$ cat src/rtl/arb_pkg.sv
// Shared types and sizes for the 4-requester priority / round-robin arbiter.
package arb_pkg;
   localparam int N_REQ = 4;
   localparam int ID_W  = 2;

   typedef enum logic {IDLE, GRANT} state_t;
   typedef logic [N_REQ-1:0] req_vec_t;

   function automatic req_vec_t id_to_onehot(input logic [ID_W-1:0] id);
      req_vec_t v;
      v = '0;
      v[id] = 1'b1;
      return v;
   endfunction
endpackage

$ cat src/rtl/prio_pick4.sv
// Combinational winner selection: highest index in fixed mode, or first set
// bit searching upward from start (with wrap) in round-robin mode.
module prio_pick4
   import arb_pkg::*;
(
   input  req_vec_t            req,
   input  logic                mode,
   input  logic [ID_W-1:0]     start,
   output logic [ID_W-1:0]     id,
   output logic                any
);

   logic [ID_W-1:0] idx;

   always_comb begin
      id  = '0;
      idx = '0;
      any = |req;
      if (!mode) begin
         for (int i = 0; i < N_REQ; i++) begin
            if (req[i]) id = ID_W'(i);
         end
      end else begin
         // Walk the search order backwards so the nearest candidate is written last.
         for (int k = N_REQ - 1; k >= 0; k--) begin
            idx = start + ID_W'(k);
            if (req[idx]) id = idx;
         end
      end
   end

endmodule

$ cat src/rtl/prio_rr_arbiter.sv
// Sequential 4-requester arbiter: grant held until release, owner drop or
// hold timeout; mode selects fixed priority or round-robin at each IDLE pick.
//
// state | meaning
// IDLE  | no owner; evaluate req and pick a winner
// GRANT | owner holds the resource; hold counter runs
module prio_rr_arbiter
   import arb_pkg::*;
#(
   parameter int MAX_HOLD = 16,
   parameter int CNT_W    = 5
)(
   input  logic             clk,
   input  logic             rst_n,
   input  logic [3:0]       req,
   input  logic             rel,
   input  logic             mode,
   output logic [3:0]       gnt,
   output logic [1:0]       gnt_id,
   output logic             gnt_valid,
   output logic             timeout
);

   localparam logic [CNT_W-1:0] HOLD_LAST = CNT_W'((MAX_HOLD == 0) ? 0 : MAX_HOLD - 1);

   state_t           state;
   logic [CNT_W-1:0] hold_cnt;
   logic [ID_W-1:0]  last_id;
   logic [ID_W-1:0]  pick_id;
   logic             pick_any;
   logic             owner_drop;
   logic             hold_done;
   logic             release_now;

   prio_pick4 u_pick (
      .req   (req),
      .mode  (mode),
      .start (last_id + ID_W'(1)),
      .id    (pick_id),
      .any   (pick_any)
   );

   always_comb begin
      owner_drop  = ~req[gnt_id];
      hold_done   = (MAX_HOLD != 0) && (hold_cnt == HOLD_LAST);
      release_now = rel | owner_drop | hold_done;
   end

   always_ff @(posedge clk or negedge rst_n) begin
      if (!rst_n) begin
         state     <= IDLE;
         hold_cnt  <= '0;
         last_id   <= ID_W'(N_REQ - 1);
         gnt       <= '0;
         gnt_id    <= '0;
         gnt_valid <= 1'b0;
         timeout   <= 1'b0;
      end else begin
         timeout <= 1'b0;
         case (state)
            IDLE: begin
               if (pick_any) begin
                  state     <= GRANT;
                  gnt       <= id_to_onehot(pick_id);
                  gnt_id    <= pick_id;
                  gnt_valid <= 1'b1;
                  hold_cnt  <= '0;
               end
            end
            GRANT: begin
               if (release_now) begin
                  state     <= IDLE;
                  gnt       <= '0;
                  gnt_valid <= 1'b0;
                  hold_cnt  <= '0;
                  last_id   <= gnt_id;
                  // Only a pure counter expiry counts as a forced release.
                  timeout   <= hold_done & ~rel & ~owner_drop;
               end else begin
                  hold_cnt <= hold_cnt + CNT_W'(1);
               end
            end
            default: state <= IDLE;
         endcase
      end
   end

endmodule

$ cat config.mk
export PLATFORM = sky130hd
export DESIGN_NAME = prio_rr_arbiter
export DESIGN_NICKNAME = d
export VERILOG_FILES = /design/src/rtl/arb_pkg.sv /design/src/rtl/prio_pick4.sv /design/src/rtl/prio_rr_arbiter.sv
export SDC_FILE = /design/constraint.sdc
export NUM_CORES = 1
export LEC_CHECK = 0
export CAP_MARGIN = 5
export CORE_UTILIZATION = 30
export DETAILED_ROUTE_END_ITERATION = 7
export GPL_TIMING_DRIVEN = 1
export PLACE_DENSITY = 0.59
export SYNTH_ARGS = -nofsm -noshare
export SYNTH_HDL_FRONTEND = slang
export SYNTH_SLANG_ARGS = --single-unit
$ cat constraint.sdc
create_clock -name clk -period 1.9 [get_ports clk]
set_input_delay 0.19 -clock clk [delete_from_list [all_inputs] [get_ports clk]]
set_output_delay 0.19 -clock clk [all_outputs]
set_load 0.05 [all_outputs]
==> reports/qor.yml <==
outcome: "complete, no violations"
firstDrtPassIters: 6
drc: 0
grt_setup_unrepaired: "no"
post-route-period-util_pct: 90.5
synth.distinct_cells: 36
layoutNonFillerInstCount: 136
gr-total-overflow: 0
hold_buffers: 0
synth_top_flop_cell: "dfrtp_1"
syn_area_sq_um: 870
root_buffer: "clkbuf_4"
period_needed_ns: 1.72
synth_fp_nets: 94
path_class: "register to primary output"
avgViaCountPerCell: 5.01
start_util_pct: 31.5
finalNetCount: 116
hold_viol: 0
fillers: 287
leakage_uw: 0.000455
drt_iter0_markers: 17
antenna_found_initial: 0
insertion_delay_ns: 0.29
grt_max_degree: 17
grt_pass1_wl_um: 3250
crit_family: "buffers and inverters"
critical-path-max-stage-delay_ns: 0.83
cts_max_level: 1
die_area_sq_um: 3120
hpwl_um: 1340
path_buf_inv: 1
portBuffers: 15
r2r_cells: 7
synth_seq_cells: 16
synthArstFlopShare_pct: 100
drive_gt1_share_pct: 18.1
relSlewSlack_pct: 66.4
power_density_nw_per_um2: 1390
multiInputGateArea_sq_um: 434
endpoint_kind: "primary output"
yosys_warnings: 0
clk_pin_slew_ns: 0.10
arrival_ns: 1.53
cts_setup_buffers: 0
area_growth_pct: 27.8
cts_buffer_depth: 2
skew_ns: 0.000910
first_global_vias: 714
cp-start-kind: "register"
dpl.cell_count: 132
wire_per_inst_um: 12.9
rows: 19
coreArea_sq_um: 2760
tightest_slew_ns: 0.503
max_cap_violations: 0
report.final.slew_viol_count: 0
n_antenna_cell: 0
tritoncts: "done"
cts.repair.resized: 0
cts.sinks: 16
r2r_end: "hold_cnt[2]$_DFFE_PN0P_"
worst_hold_path_type: "primary input to asynchronous set/reset pin"
grt_busiest_layer: "met2"
syn_inst: 84
path_cells: "clkdlybuf4s50_1"
grt_util_met2_pct: 21.7
whs_ns: 0.202
tns_ns: 0
r2r_setup_slack_ns: 0.20
fmax_ghz: 0.581
ir_drop_mv: 0.954
synth_edf_count: 0
layout_commonest_cell: "clkdlybuf4s50_1"
regArea_sq_um: 403
reg2reg_from: "hold_cnt[0]$_DFFE_PN0P_"
grt.met3_usage_pct: 2.79
totalWireLength_um: 1760
synth_seq_area_share_pct: 46.3
critPathRequiredTime_ns: 1.71
ios: 16
setup_viol: 0
slowest_stage: "clkdlybuf4s50_1"
worstPathMaxFanout: 4
detail-route-antenna-nets: 0
layout_common_cells: "clkdlybuf4s50_1 (15), dfrtp_1 (14), o21ai_0 (10)"
vias: 681
gp_congestion: 0.826
syn_area_per_cell_sq_um: 10.4
numCtsBuffers: 3
die_w_um: 55.8
grt_usage_pct: 13.4
die_h_um: 55.8
grt_use_met1_pct: 17.0
-- routing by layer --
layer / up-vias / wire (um) / part of all wire (%)
li1: 347 / - / -
met1: 316 / 821 / 47
met2: 15 / 841 / 48
met3: 3 / 66 / 3.7
met4: 0 / 31 / 1.8
met5: - / 0 / 0
-- state kept, by name, summed over array words and instances, names as in the netlist --
register	count
gnt	4
hold_cnt	5
timeout	1
state	1
gnt_valid	1
last_id	2
gnt_id	2
-- worst max path at each step --
stage | start | to | depth (start not counted)
detailed placement | req[1] | last_id[0]$_DFFE_PN1P_ | 5
CTS | gnt_id[1]$_DFFE_PN0P_ | gnt_id[1] | 1
global route | hold_cnt[0]$_DFFE_PN0P_ | hold_cnt[0]$_DFFE_PN0P_ | 7
floorplan | gnt_id[1]$_DFFE_PN0P_ | gnt[1]$_DFFE_PN0P_ | 4
global placement | req[2] | gnt[2]$_DFFE_PN0P_ | 6
finish | gnt_id[1]$_DFFE_PN0P_ | gnt_id[1] | 1
-- logic make-up (layout without fill, tap and decap cells) --
logic type	after synthesis	in the layout	synth area share, %
flops	16	16	46.3
simple gates	28	28	18.1
mux	6	6	8.92
fa+ha+maj	2	2	2.88
buf+inv	6	27	3.74
xor+xnor	1	1	1.01
compound gates	25	25	19.0
-- stage by stage --
stage	setup WS [ns]	utilization [%]	power (uW)	instance area [sq um]
2_1_floorplan	0.104	-	1090	870
3_3_place_gp	0.0298	39.0	1320	1070
3_5_place_dp	0.0172	39.0	1330	1070
4_1_cts	0.160	40.3	1570	1110
5_1_grt	0.00832	40.3	1650	1110
6_report	0.180	40.3	1540	1110
-- synthesized netlist by cell type, types with 2 or more instances --
cell type	number	share of area, %
mux2_1	2	2.6
o21ai_0	10	5.8
nor2b_1	2	1.4
mux2_2	2	2.6
buf_2	2	1.2
nand2_1	7	3.0
nand3_1	2	1.2
dfstp_2	2	6.0
a21oi_1	2	1.2
inv_1	3	1.3
o21a_1	3	2.6
nor2_1	4	1.7
nand2b_1	5	3.6
ha_1	2	2.9
dfrtp_1	14	40
a22o_1	2	2.0
-- power by group --
part	switching, uW	internal, uW	total, uW	leakage (uW)
logic	415	306	721	0.000229
registers	129	462	591	0.000204
clock network	115	117	232	0.0000210
total	659	885	1540	0.000455
-- cell type report --
class,count,share of cell area [%]
multi-input cells,62,39.1
clock buffers,4,3.27
repair buffers,20,16.9
inverters,3,1.01
well taps,31,3.49
flip-flops and latches,16,36.3
Note: power is estimated with default switching activity, not from simulation.
